## src/rtl/mem_arb_pkg.sv

```systemverilog
// Shared types for the CPU/DMA memory arbiter:
// FSM states, port ids, default abort limit.
package mem_arb_pkg;

    typedef enum logic [1:0] {
        IDLE   = 2'd0,
        ACCESS = 2'd1,
        DONE   = 2'd2
    } arb_state_e;

    typedef enum logic {
        PORT_CPU = 1'b0,
        PORT_DMA = 1'b1
    } port_e;

    localparam int TIMEOUT_DEF = 15;

    typedef struct packed {
        port_e       port;
        logic        rd;
        logic        wr;
        logic [15:0] addr;
        logic [15:0] wdata;
    } grant_t;

endpackage

```

## src/rtl/mem_arbiter_if.sv

```systemverilog
// CPU, DMA and RAM bus bundle of the arbiter.
// master = arbiter side, slave = requesters/RAM side.
interface mem_arbiter_if;

    logic        cpu_ReadMem;
    logic        cpu_WriteMem;
    logic [15:0] cpu_Addressbus;
    logic [15:0] cpu_aluout;
    logic [15:0] cpu_Databus;
    logic        cpu_MemDataready;

    logic        dma_ReadMem;
    logic        dma_WriteMem;
    logic [15:0] dma_Address;
    logic [15:0] dma_DataIn;
    logic [15:0] dma_DataOut;
    logic        dma_MemDataready;

    logic        ram_readMem;
    logic        ram_wren;
    logic [15:0] ram_address;
    logic [15:0] ram_data;
    logic [15:0] ram_out;
    logic        ram_memDataReady;

    logic        err_timeout;
    logic        err_conflict;

    modport master (
        input  cpu_ReadMem, cpu_WriteMem,
        input  cpu_Addressbus, cpu_aluout,
        output cpu_Databus, cpu_MemDataready,
        input  dma_ReadMem, dma_WriteMem,
        input  dma_Address, dma_DataIn,
        output dma_DataOut, dma_MemDataready,
        output ram_readMem, ram_wren,
        output ram_address, ram_data,
        input  ram_out, ram_memDataReady,
        output err_timeout, err_conflict
    );

    modport slave (
        output cpu_ReadMem, cpu_WriteMem,
        output cpu_Addressbus, cpu_aluout,
        input  cpu_Databus, cpu_MemDataready,
        output dma_ReadMem, dma_WriteMem,
        output dma_Address, dma_DataIn,
        input  dma_DataOut, dma_MemDataready,
        input  ram_readMem, ram_wren,
        input  ram_address, ram_data,
        output ram_out, ram_memDataReady,
        input  err_timeout, err_conflict
    );

endinterface

```

## src/rtl/rr_arbiter2.sv

```systemverilog
// Two-requester round-robin grant; bit0 = CPU, bit1 = DMA.
// The pointer only moves when the caller accepts the grant.
module rr_arbiter2
    import mem_arb_pkg::*;
(
    input  logic       clk,
    input  logic       Reset,
    input  logic [1:0] req,
    input  logic       en,
    output logic [1:0] gnt
);

    port_e last_q;

    always_comb begin
        gnt = 2'b00;
        unique case (req)
            2'b01:   gnt = 2'b01;
            2'b10:   gnt = 2'b10;
            2'b11:   gnt = (last_q == PORT_DMA) ? 2'b01 : 2'b10;
            default: gnt = 2'b00;
        endcase
    end

    always_ff @(posedge clk) begin
        if (Reset) begin
            last_q <= PORT_DMA;
        end else if (en && (gnt != 2'b00)) begin
            last_q <= gnt[1] ? PORT_DMA : PORT_CPU;
        end
    end

endmodule

```

## src/rtl/mem_arbiter.sv

```systemverilog
// Shares one RAM port between CPU and DMA requesters,
// one access at a time, with an abort after TIMEOUT wait cycles.
module mem_arbiter
    import mem_arb_pkg::*;
#(
    parameter int TIMEOUT = TIMEOUT_DEF
) (
    input logic           clk,
    input logic           Reset,
    mem_arbiter_if.master bus
);

    localparam int CW = $clog2(TIMEOUT + 1);

    arb_state_e    state_q;
    arb_state_e    state_d;
    grant_t        pick;
    port_e         acc_port;
    logic          acc_wr;
    logic [CW-1:0] cnt_q;
    logic [1:0]    req;
    logic [1:0]    gnt;
    logic          grant_en;
    logic          timed_out;

    assign req = {bus.dma_ReadMem | bus.dma_WriteMem,
                  bus.cpu_ReadMem | bus.cpu_WriteMem};
    assign grant_en  = (state_q == IDLE) && (req != 2'b00);
    assign timed_out = (cnt_q == CW'(TIMEOUT - 1));

    rr_arbiter2 u_rr (
        .clk   (clk),
        .Reset (Reset),
        .req   (req),
        .en    (grant_en),
        .gnt   (gnt)
    );

    always_comb begin
        pick.port  = PORT_CPU;
        pick.rd    = bus.cpu_ReadMem;
        pick.wr    = bus.cpu_WriteMem;
        pick.addr  = bus.cpu_Addressbus;
        pick.wdata = bus.cpu_aluout;
        if (gnt[1]) begin
            pick.port  = PORT_DMA;
            pick.rd    = bus.dma_ReadMem;
            pick.wr    = bus.dma_WriteMem;
            pick.addr  = bus.dma_Address;
            pick.wdata = bus.dma_DataIn;
        end
    end

    always_comb begin
        state_d = state_q;
        unique case (state_q)
            IDLE:    if (grant_en) state_d = ACCESS;
            ACCESS:  if (bus.ram_memDataReady || timed_out)
                         state_d = DONE;
            DONE:    state_d = IDLE;
            default: state_d = IDLE;
        endcase
    end

    always_ff @(posedge clk) begin
        if (Reset) state_q <= IDLE;
        else       state_q <= state_d;
    end

    always_ff @(posedge clk) begin
        if (Reset) begin
            acc_port             <= PORT_CPU;
            acc_wr               <= 1'b0;
            cnt_q                <= '0;
            bus.ram_readMem      <= 1'b0;
            bus.ram_wren         <= 1'b0;
            bus.ram_address      <= '0;
            bus.ram_data         <= '0;
            bus.cpu_Databus      <= '0;
            bus.dma_DataOut      <= '0;
            bus.cpu_MemDataready <= 1'b0;
            bus.dma_MemDataready <= 1'b0;
            bus.err_timeout      <= 1'b0;
            bus.err_conflict     <= 1'b0;
        end else begin
            bus.cpu_MemDataready <= 1'b0;
            bus.dma_MemDataready <= 1'b0;
            bus.err_timeout      <= 1'b0;
            bus.err_conflict     <= 1'b0;
            unique case (state_q)
                IDLE: if (grant_en) begin
                    // read+write together resolves to a write
                    acc_port         <= pick.port;
                    acc_wr           <= pick.wr;
                    cnt_q            <= '0;
                    bus.ram_readMem  <= ~pick.wr;
                    bus.ram_wren     <= pick.wr;
                    bus.ram_address  <= pick.addr;
                    bus.ram_data     <= pick.wdata;
                    bus.err_conflict <= pick.rd & pick.wr;
                end
                ACCESS: if (bus.ram_memDataReady || timed_out) begin
                    bus.ram_readMem <= 1'b0;
                    bus.ram_wren    <= 1'b0;
                    bus.err_timeout <= ~bus.ram_memDataReady;
                    if (acc_port == PORT_CPU)
                        bus.cpu_MemDataready <= 1'b1;
                    else
                        bus.dma_MemDataready <= 1'b1;
                    if (bus.ram_memDataReady && !acc_wr) begin
                        if (acc_port == PORT_CPU)
                            bus.cpu_Databus <= bus.ram_out;
                        else
                            bus.dma_DataOut <= bus.ram_out;
                    end
                end else begin
                    cnt_q <= cnt_q + 1'b1;
                end
                default: ;
            endcase
        end
    end

endmodule

```

## src/flat_wrapper.sv

```systemverilog
// flat-port wrapper written by rule: the top's interface ports become plain ports
module mem_arbiter_flat import mem_arb_pkg::*;
#(
    parameter int TIMEOUT = TIMEOUT_DEF
)
  (clk, Reset, bus_cpu_ReadMem, bus_cpu_WriteMem, bus_cpu_Addressbus, bus_cpu_aluout, bus_cpu_Databus, bus_cpu_MemDataready, bus_dma_ReadMem, bus_dma_WriteMem, bus_dma_Address, bus_dma_DataIn, bus_dma_DataOut, bus_dma_MemDataready, bus_ram_readMem, bus_ram_wren, bus_ram_address, bus_ram_data, bus_ram_out, bus_ram_memDataReady, bus_err_timeout, bus_err_conflict);
  mem_arbiter_if bus_i ();
  input logic clk;
  input logic Reset;
  input wire logic [$bits(bus_i.cpu_ReadMem)-1:0] bus_cpu_ReadMem;
  input wire logic [$bits(bus_i.cpu_WriteMem)-1:0] bus_cpu_WriteMem;
  input wire logic [$bits(bus_i.cpu_Addressbus)-1:0] bus_cpu_Addressbus;
  input wire logic [$bits(bus_i.cpu_aluout)-1:0] bus_cpu_aluout;
  output wire logic [$bits(bus_i.cpu_Databus)-1:0] bus_cpu_Databus;
  output wire logic [$bits(bus_i.cpu_MemDataready)-1:0] bus_cpu_MemDataready;
  input wire logic [$bits(bus_i.dma_ReadMem)-1:0] bus_dma_ReadMem;
  input wire logic [$bits(bus_i.dma_WriteMem)-1:0] bus_dma_WriteMem;
  input wire logic [$bits(bus_i.dma_Address)-1:0] bus_dma_Address;
  input wire logic [$bits(bus_i.dma_DataIn)-1:0] bus_dma_DataIn;
  output wire logic [$bits(bus_i.dma_DataOut)-1:0] bus_dma_DataOut;
  output wire logic [$bits(bus_i.dma_MemDataready)-1:0] bus_dma_MemDataready;
  output wire logic [$bits(bus_i.ram_readMem)-1:0] bus_ram_readMem;
  output wire logic [$bits(bus_i.ram_wren)-1:0] bus_ram_wren;
  output wire logic [$bits(bus_i.ram_address)-1:0] bus_ram_address;
  output wire logic [$bits(bus_i.ram_data)-1:0] bus_ram_data;
  input wire logic [$bits(bus_i.ram_out)-1:0] bus_ram_out;
  input wire logic [$bits(bus_i.ram_memDataReady)-1:0] bus_ram_memDataReady;
  output wire logic [$bits(bus_i.err_timeout)-1:0] bus_err_timeout;
  output wire logic [$bits(bus_i.err_conflict)-1:0] bus_err_conflict;
  assign bus_i.cpu_ReadMem = bus_cpu_ReadMem;
  assign bus_i.cpu_WriteMem = bus_cpu_WriteMem;
  assign bus_i.cpu_Addressbus = bus_cpu_Addressbus;
  assign bus_i.cpu_aluout = bus_cpu_aluout;
  assign bus_cpu_Databus = bus_i.cpu_Databus;
  assign bus_cpu_MemDataready = bus_i.cpu_MemDataready;
  assign bus_i.dma_ReadMem = bus_dma_ReadMem;
  assign bus_i.dma_WriteMem = bus_dma_WriteMem;
  assign bus_i.dma_Address = bus_dma_Address;
  assign bus_i.dma_DataIn = bus_dma_DataIn;
  assign bus_dma_DataOut = bus_i.dma_DataOut;
  assign bus_dma_MemDataready = bus_i.dma_MemDataready;
  assign bus_ram_readMem = bus_i.ram_readMem;
  assign bus_ram_wren = bus_i.ram_wren;
  assign bus_ram_address = bus_i.ram_address;
  assign bus_ram_data = bus_i.ram_data;
  assign bus_i.ram_out = bus_ram_out;
  assign bus_i.ram_memDataReady = bus_ram_memDataReady;
  assign bus_err_timeout = bus_i.err_timeout;
  assign bus_err_conflict = bus_i.err_conflict;
  mem_arbiter #(.TIMEOUT(TIMEOUT)) u_core (.clk(clk), .Reset(Reset), .bus(bus_i));
endmodule
```

## config.mk

```make
export PLATFORM = sky130hd
export DESIGN_NAME = mem_arbiter_flat
export DESIGN_NICKNAME = d
export VERILOG_FILES = /design/src/rtl/mem_arb_pkg.sv /design/src/rtl/mem_arbiter_if.sv /design/src/rtl/rr_arbiter2.sv /design/src/rtl/mem_arbiter.sv /design/src/flat_wrapper.sv
export SDC_FILE = /design/constraint.sdc
export NUM_CORES = 1
export LEC_CHECK = 0
export ABC_AREA = 1
export BUFFER_PORTS_ARGS = -buffer_cell sky130_fd_sc_hd__buf_2
export CORE_MARGIN = 1.5
export CORE_UTILIZATION = 35
export CTS_CLUSTER_DIAMETER = 100
export DETAILED_ROUTE_END_ITERATION = 7
export SYNTH_ARGS = -nofsm -noshare
export SYNTH_HDL_FRONTEND = slang
export SYNTH_SLANG_ARGS = --single-unit
```

## constraint.sdc

```tcl
create_clock -name clk -period 3 [get_ports clk]
set_clock_uncertainty 0.2 [all_clocks]
set_input_delay 0.6 -clock clk [delete_from_list [all_inputs] [get_ports clk]]
set_output_delay 0.6 -clock clk [all_outputs]
set_load 0.02 [all_outputs]
```

### Word-level counts from Yosys, hierarchy flattened

Index checks and enable logic that the tools add are counted.

* logic and storage cells: 68
* flip-flop bits (word level): 79
* input port bits: 87
* output and inout port bits: 70

* bitwise logic cells: 10
* add/sub/neg operators: 1
* reduce and logical (&&, ||, !) cells: 17
* multiplexer cells: 17
* equal/unequal tests: 8

Operators with widths (number)
* $mux 35: 1
* $mux 4: 2
* $pmux 4 s2: 1
* $reduce_and 4->1: 2
* $not 1->1: 7
* $mux 1: 6
* $mux 2: 3
* $pmux 2 s3: 1
* $reduce_and 3->1: 2
* $reduce_bool 2->1: 3
* $reduce_or 3->1: 2
* $add 4x1->4 const B: 1
* $eq 2x1->1 const B: 2
* $eq 2x2->1 const B: 2
* $eq 4x4->1 const B: 1
* $ne 2x2->1 const B: 2
* $pmux 1 s2: 2
* $pmux 2 s2: 1
* $reduce_and 2->1: 2
* $logic_and 1x1->1: 3
* $logic_not 2->1: 1
* $ne 2x1->1 const B: 1
* $or 1x1->1: 2
* $and 1x1->1: 1
* other kinds (2): 2

### Logic depth before layout (Yosys ltp)

Gate-level depths: netlist of run 1.

* depth after elaboration: 7
* gate-level depth with buffers: 8
* gate-level depth less buffers: 8

### Cells and area by module

A second synthesis of run 1 with hierarchy kept.

* cells, all modules: 592
* area total of the unflattened synthesis: 3756.1 µm²

Modules (own cells, without submodules)
* mem_arbiter: times used 1, cells an instance 583, sequential area each 1561.5 µm², area each 3696.0 µm²
* rr_arbiter2: times used 1, cells an instance 9, sequential area each 20.0 µm², area each 60.1 µm²

### Least setup slack after synthesis of run 1

OpenSTA, ideal clock, no wires.

* kind: input to register
* start: input bus_ram_memDataReady
* end: register u_core.bus.cpu_Databus[10]
* stages on the path: 6
* path buffers: 1
* required time: 2684 ps
* setup time: 116 ps
* arrival time: 1451 ps
* setup slack: 1233 ps
* path through: inv_1 > nor3_4 > nand2_4 > buf_2 > o21ai_0 > nor2_1

* cells in the longest elaborated chain, start to end: 2
* elaborated cells between the ends (all ways): 3
* classes of those cells: reduce/logical (3)

RTL lines
* start, declared: line flat_wrapper.sv:27 `input wire logic [$bits(bus_i.ram_memDataReady)-1:0] bus_ram_memDataReady;`
* $logic_and 1x1->1 / $logic_or 1x1->1 (equally long branches): line mem_arbiter.sv:110, mem_arbiter.sv:102
* $reduce_and 4->1 (no source line) *
* end signal, assigned: line mem_arbiter.sv:112 `bus.cpu_Databus <= bus.ram_out;`
* end, declared: line mem_arbiter_if.sv:32 `output cpu_Databus, cpu_MemDataready,`

Mark *: on every way between the ends. The rest lies on a longest branch, timed or not.
A chain may end at the register's enable or synchronous reset.

### Final worst setup path of run 1

* start: register u_core.state_q[1]
* end: register u_core.bus.err_conflict

* cells in the longest elaborated chain, start to end: 4
* elaborated cells between the ends (all ways): 5
* classes of those cells: bitwise (2); reduce/logical (3)

RTL lines
* start, declared: line mem_arbiter.sv:15 `arb_state_e state_q;`
* start signal, assigned: line mem_arbiter.sv:67 `else state_q <= state_d;`
* $logic_not 2->1 *: line mem_arbiter.sv:28, mem_arbiter.sv:90
* $logic_and 1x1->1: line mem_arbiter.sv:28 `assign grant_en = (state_q == IDLE) && (req != 2'b00);`
* $not 1->1 (no source line)
* $reduce_or 3->1 (no source line) *
* end signal, assigned: line mem_arbiter.sv:100 `bus.err_conflict <= pick.rd & pick.wr;`
* end, declared: line mem_arbiter_if.sv:39 `output err_timeout, err_conflict`

Marked as above.

==> results.cfg, run 1 <==
[worst_setup_path]
crit_start = u_core.state_q[1]
critPathBufInv = 0
critPathMaxStageDelay_ps = 640
critical_path.startpoint_type = flop
critical_path.endpoint = u_core.bus.err_conflict
rr_endpoint = u_core.bus.err_conflict
cpLargestDelayFamily = simple AND/OR/NAND/NOR gates
worstRegToRegCells = 5
timing.critical_path.required_ps = 3080
critical_path_cell_count = 5
criticalPathCategory = reg -> reg
critical-path-slowest-cell = sky130_fd_sc_hd__nor2_4
ff2ff_setup_slack_ps = 940
worstPathMaxFanout = 34
arrival_ps = 2140
regToRegStartpoint = u_core.state_q[1]
critical_path.cell_chain = nor2_1 > nand2_1 > nor2_4 > nand2_1 > nor2_1
setup.worst_path.end_class = flop

[synthesis]
ys_ff_latch = 79
post-synth-top-area-cell = sky130_fd_sc_hd__dfxtp_1
synth.cell_area_um2 = 3240
postSynthCellCount = 464
synth.area.top_cells = sky130_fd_sc_hd__dfxtp_1, sky130_fd_sc_hd__nand2_1, sky130_fd_sc_hd__nor2_1, sky130_fd_sc_hd__o21ai_0, sky130_fd_sc_hd__inv_1
synth_enable_flop_cells = 0
dominant_register_cell_in_the_synthesized_netlist = sky130_fd_sc_hd__dfxtp_1
synth_fp_nets = 553
synth_area_per_cell_um2 = 6.99
synth_async_sr_flop_share_pct = 0
ys.warnings.count = 0
yosysMostFrequentCell = sky130_fd_sc_hd__nand2_1
synth.cells.most_frequent = sky130_fd_sc_hd__nand2_1, sky130_fd_sc_hd__dfxtp_1, sky130_fd_sc_hd__nor2_1
post_synth_num_cell_types = 20
synth_top_area_share_pct = 48.7
synth_sequential_area_ratio_pct = 48.7

[timing]
worstMarginPinSlew_ps = 786
max_slew_margin_vs_limit_pct = 47.5
final.setup.worst_slack_ps = 935
hold_viol_final = 0
finalWorstPathRequiredPeriod_ps = 2060
finalMaxSlewViolations = 0
final_min_period_over_clock_period_pct = 68.8
achievable-frequency_mhz = 484
timing.final.setup_violations = 0
setup_repair_after_global_routing_missed_its_margin = no
fin_tns_setup_ps = 0

[drt]
detail_route.vias_per_cell = 4.53
drc_violations_left = 0
drt-initial-drc-count = 73
firstDrtPassIters = 5
drt-wirelength-per-cell_um = 11.3
postRouteWirelength_mm = 8.23
number_of_nets_with_antenna_violations_after_routing = 0
via_count = 3283

[die]
i_o_pin_cnt = 157
rows = 34
die_width_um = 99.3
initial_core_util_pct = 36.7
design.die.area_um2 = 9860
floorplan.die.height_um = 99.3
design.core.area_um2 = 8850

[power]
power_uw = 2480
switchingPower_uw = 751
pwr-share-seq_pct = 47.7
power.leakage_uw = 0.00224
irDropWorstVdd_mv = 0.226
power.density_nw_per_um2 = 575
power.share.clock_pct = 31.6
share_comb_of_total_power_pct = 20.6
swShare_pct = 30.3
p_int_uw = 1730

[grt]
global_route_wire_length_before_repair_mm = 13.9
grt_start_max_net_pins = 64
grt_overflow_total = 0
grtUsageTotal_pct = 17.1
grt_pass1_vias = 3188
grt_antenna_before_repair = 0

[layout]
n_antenna_cell = 0
stdcell_area_um2 = 4310
finalNetCount = 701
final_core_utilization_pct = 48.7
syn2layout_area_growth_pct = 32.9
final_layout_size_suffix_gt1_share_pct = 29.7

[cts]
cts_root_buffer = sky130_fd_sc_hd__clkbuf_8
post_cts_buffers = 0
cts_tree = done
worst_skew_pair.late_latency_ps = 340
cts.hold.buffers_added = 0
cts-root-to-sink-buffers = 2
worst_setup_hold_path_clk_slew_ps = 80
cts_max_level = 3
cts_resized = 0
numCtsBuffers = 9
cts_num_sinks = 79

[placed_design]
detailed_place.area_um2 = 4110
globalplace.congestion = 0.751
detailed_place_hpwl_mm = 6.11
place_worst_setup_slack_ps = 639
placement.io_buffers = 156

[worst_hold_path]
timing.hold.worst.class = reg -> reg

[run_status]
status = finished, final reports clean

[run]
drv.max_cap_violation_count = 0
==> routing by layer <==
| metal | up-vias | global-route usage, % | wire length, um |
|---|---|---|---|
| met5 | - | 0 | 0 |
| met4 | 0 | 5.53 | 88 |
| met3 | 9 | 5.27 | 706 |
| met2 | 109 | 29.8 | 3780 |
| met1 | 1428 | 20.0 | 3650 |
| li1 | 1737 | - | - |
==> final cells by class <==
| type | count | area (um2) |
|---|---|---|
| clock inverter | 5 | 57.6 |
| sequential | 79 | 1580 |
| fill | 958 | 4540 |
| tap | 108 | 135 |
| clock buffer | 11 | 141 |
| inverter | 44 | 165 |
| timing repair buffer | 160 | 836 |
| multi-input combinational | 318 | 1390 |
==> power by group through the flow <==
stage / Combinational (uW) / Clock (uW) / Sequential (uW)
final: 512 / 785 / 1180
after global routing: 577 / 853 / 1200
after CTS: 521 / 812 / 1180
after detailed placement: 520 / 0 / 1210
after global placement: 513 / 0 / 1210
after floorplan: 228 / 0 / 1300
==> cell families after synthesis <==
family	share of synthesized area (%)
AO/OA/AOI/OAI	11.3
adder cells (fa/ha/maj)	0.771
buffers and inverters	8.99
flip-flops	48.7
AND/OR/NAND/NOR	30.2
==> registers in the layout, summed over array words and instances (netlist names) <==
register	flops
u_core.acc_wr	1
u_core.acc_port	1
u_core.bus.ram_readMem	1
u_core.bus.cpu_Databus	16
u_core.bus.err_conflict	1
u_core.u_rr.last_q	1
u_core.bus.ram_address	16
u_core.bus.ram_data	16
u_core.bus.err_timeout	1
u_core.state_q	2
u_core.bus.dma_MemDataready	1
u_core.cnt_q	4
u_core.bus.dma_DataOut	16
u_core.bus.cpu_MemDataready	1
u_core.bus.ram_wren	1
==> cell usage in the layout, fill, tap and decap left out <==
cell                        count
sky130_fd_sc_hd__inv_2          1
sky130_fd_sc_hd__dfxtp_1       79
sky130_fd_sc_hd__o21ai_0       34
sky130_fd_sc_hd__buf_2        156
sky130_fd_sc_hd__nor2_1        76
sky130_fd_sc_hd__ha_1           2
sky130_fd_sc_hd__buf_4          2
sky130_fd_sc_hd__nand3_1       27
sky130_fd_sc_hd__o21bai_4       1
sky130_fd_sc_hd__a21oi_4        1
sky130_fd_sc_hd__clkbuf_8      10
sky130_fd_sc_hd__clkinv_2       2
sky130_fd_sc_hd__bufinv_16      1
sky130_fd_sc_hd__o21ai_1       14
sky130_fd_sc_hd__clkinv_4       2
sky130_fd_sc_hd__nor3_4         1
sky130_fd_sc_hd__nand2_2        1
sky130_fd_sc_hd__buf_12         2
sky130_fd_sc_hd__clkbuf_1       1
sky130_fd_sc_hd__nand2_1      135
sky130_fd_sc_hd__nor2_4         1
sky130_fd_sc_hd__or2_2          1
sky130_fd_sc_hd__a21oi_1       23
sky130_fd_sc_hd__inv_1         43
sky130_fd_sc_hd__nand2_4        1
==> worst min-delay path, stage by stage, from the launching register on <==
cell,delay (ps)
sky130_fd_sc_hd__dfxtp_1,310
sky130_fd_sc_hd__nand2_1,60
sky130_fd_sc_hd__nand2_1,40
==> how the worst min path moves through the flow <==
stage                                    start                         end  slack (ps)  depth (start not counted)
floorplan                      u_core.cnt_q[0]             u_core.cnt_q[0]         230                          1
global placement    u_core.bus.ram_address[14]  u_core.bus.ram_address[14]         230                          2
detailed placement     u_core.bus.ram_data[14]     u_core.bus.ram_data[14]         240                          2
CTS                    u_core.bus.ram_data[14]     u_core.bus.ram_data[14]         250                          2
global route        u_core.bus.ram_address[15]  u_core.bus.ram_address[15]         280                          2
finish                 u_core.bus.ram_data[14]     u_core.bus.ram_data[14]         250                          2
==> per-stage QoR <==
stage,instances,hold WS (ps)
detailed placement,709,240
finish,725,252
floorplan,464,231
global placement,709,233
CTS,725,255
global route,725,276
No activity file was read; power rests on OpenSTA's default activity.
==> run 2: changes to the inputs <==
- clock period: 3 -> 2 ns (I/O delays scaled with it)
==> run 2 against run 1 <==
Net effect: via count increased by 1.1%; first-iteration DRC count is 6.8% lower; clock-buffer cell count is 1 lower; sequential share of layout area shrank 0.76 points; critical endpoint is now u_core.bus.ram_address[2].
==> results.cfg, run 2 (synthesized netlist as in run 1, its figures left out) <==
[grt]
grt_antenna_before_repair = 1
grtUsageTotal_pct = 17.1
grt_start_max_net_pins = 42
global_route_wire_length_before_repair_mm = 13.8
grt_pass1_vias = 3173
grt_overflow_total = 0

[drt]
drt-initial-drc-count = 68
number_of_nets_with_antenna_violations_after_routing = 0
drc_violations_left = 0
drt-wirelength-per-cell_um = 11.1
via_count = 3318
postRouteWirelength_mm = 8.15
detail_route.vias_per_cell = 4.52
firstDrtPassIters = 4

[cts]
worst_setup_hold_path_clk_slew_ps = 90
cts_tree = done
cts-root-to-sink-buffers = 2
post_cts_buffers = 0
cts_num_sinks = 79
cts_root_buffer = sky130_fd_sc_hd__clkbuf_8
cts_max_level = 3
numCtsBuffers = 9
worst_skew_pair.late_latency_ps = 340

[die]
initial_core_util_pct = 36.7
die_width_um = 99.3
design.die.area_um2 = 9860
floorplan.die.height_um = 99.3
design.core.area_um2 = 8850
i_o_pin_cnt = 157
rows = 34

[worst_setup_path]
timing.critical_path.required_ps = 2070
worstPathMaxFanout = 34
critical_path.startpoint_type = flop
setup.worst_path.end_class = flop
arrival_ps = 1840
criticalPathCategory = reg -> reg

[worst_hold_path]
timing.hold.worst.class = in -> reg

[timing]
worstMarginPinSlew_ps = 757
hold_viol_final = 0
finalMaxSlewViolations = 0
max_slew_margin_vs_limit_pct = 49.4
fin_hold_ws_ps = 107
fin_tns_setup_ps = 0
finalWorstPathRequiredPeriod_ps = 1770
achievable-frequency_mhz = 564
timing.final.setup_violations = 0
setup_repair_after_global_routing_missed_its_margin = no
final_min_period_over_clock_period_pct = 88.6
final.setup.worst_slack_ps = 228

[layout]
n_antenna_cell = 0
syn2layout_area_growth_pct = 35.7
mostFrequentLayoutCells = sky130_fd_sc_hd__buf_2, sky130_fd_sc_hd__nand2_1, sky130_fd_sc_hd__dfxtp_1
final_cells = 734
finalNetCount = 710
mostFrequentLayoutCell = sky130_fd_sc_hd__buf_2
final_layout_size_suffix_gt1_share_pct = 30.8

[placed_design]
dp_cells = 718
place_worst_setup_slack_ps = 54.7
detailed_place_hpwl_mm = 6.13
globalplace.congestion = 0.819
placement.io_buffers = 156

[run]
drv.max_cap_violation_count = 0

[power]
irDropWorstVdd_mv = 0.444
power.density_nw_per_um2 = 882
power.leakage_uw = 0.00228

[run_status]
status = finished, final reports clean
## run 2: changes by cell type in the layout (fill, tap and decap cells not counted), sizes merged
cell / previous run / this run
bufinv: 1 / 2
clkinvlp: 0 / 2
clkinv: 4 / 0
clkbuf: 11 / 10
buf: 160 / 169
inv: 44 / 46
## run 2: final timing paths
kind | slack, ps | cells past startpoint | start | to
hold / removal | 110 | 3 | bus_dma_Address[10] | u_core.bus.ram_address[10]
setup / recovery | 230 | 5 | u_core.state_q[1] | u_core.bus.ram_address[2]
hold reg to reg | 250 | 2 | u_core.bus.ram_address[5] | u_core.bus.ram_address[5]
setup reg to reg | 230 | 5 | u_core.state_q[1] | u_core.bus.ram_address[2]
## run 2: routing by layer
layer	GRT usage (%)	share of wire (%)	wire, um
met5	0	0.16	13
met4	6.93	1.4	112
met3	4.99	8.2	670
met2	28.9	46	3730
met1	20.3	44	3620
## run 2: layout make-up
class                           count  area (um2)
Clock buffer                       10         128
Clock inverter                      6        92.6
Fill cell                         946        4450
Inverter                           44         165
Multi-Input combinational cell    318        1400
Sequential cell                    79        1580
Tap cell                          108         135
Timing Repair Buffer              169         903
## run 2: through the flow
| stage | power [uW] | utilization, % | instance area [um2] |
|---|---|---|---|
| global route | 4100 | 49.7 | 4400 |
| floorplan | 2300 | - | 3240 |
| finish | 3880 | 49.7 | 4400 |
| CTS | 3940 | 49.7 | 4400 |
| detailed placement | 2610 | 47.2 | 4180 |
| global placement | 2600 | 47.2 | 4180 |
## run 2: critical path, cell delays in order (launching register included)
cell and delay [ps]:
sky130_fd_sc_hd__dfxtp_1 330, sky130_fd_sc_hd__nor2_2 160, sky130_fd_sc_hd__nand2_1 120, sky130_fd_sc_hd__nor2_4 590, sky130_fd_sc_hd__nand2_1 100, sky130_fd_sc_hd__o21ai_0 180
## run 2: timing repair
item,CTS,global route
gates resized for setup,0,3
hold buffers,0,0
endpoints found under the setup margin,0,7
## run 2: power by group
group / leakage, uW / internal, uW / switching [uW] / total, uW
Combinational: 0.00153 / 294 / 501 / 795
Sequential: 0.000648 / 1710 / 67.8 / 1770
Clock: 0.000104 / 713 / 602 / 1310
Total: 0.00228 / 2710 / 1170 / 3880
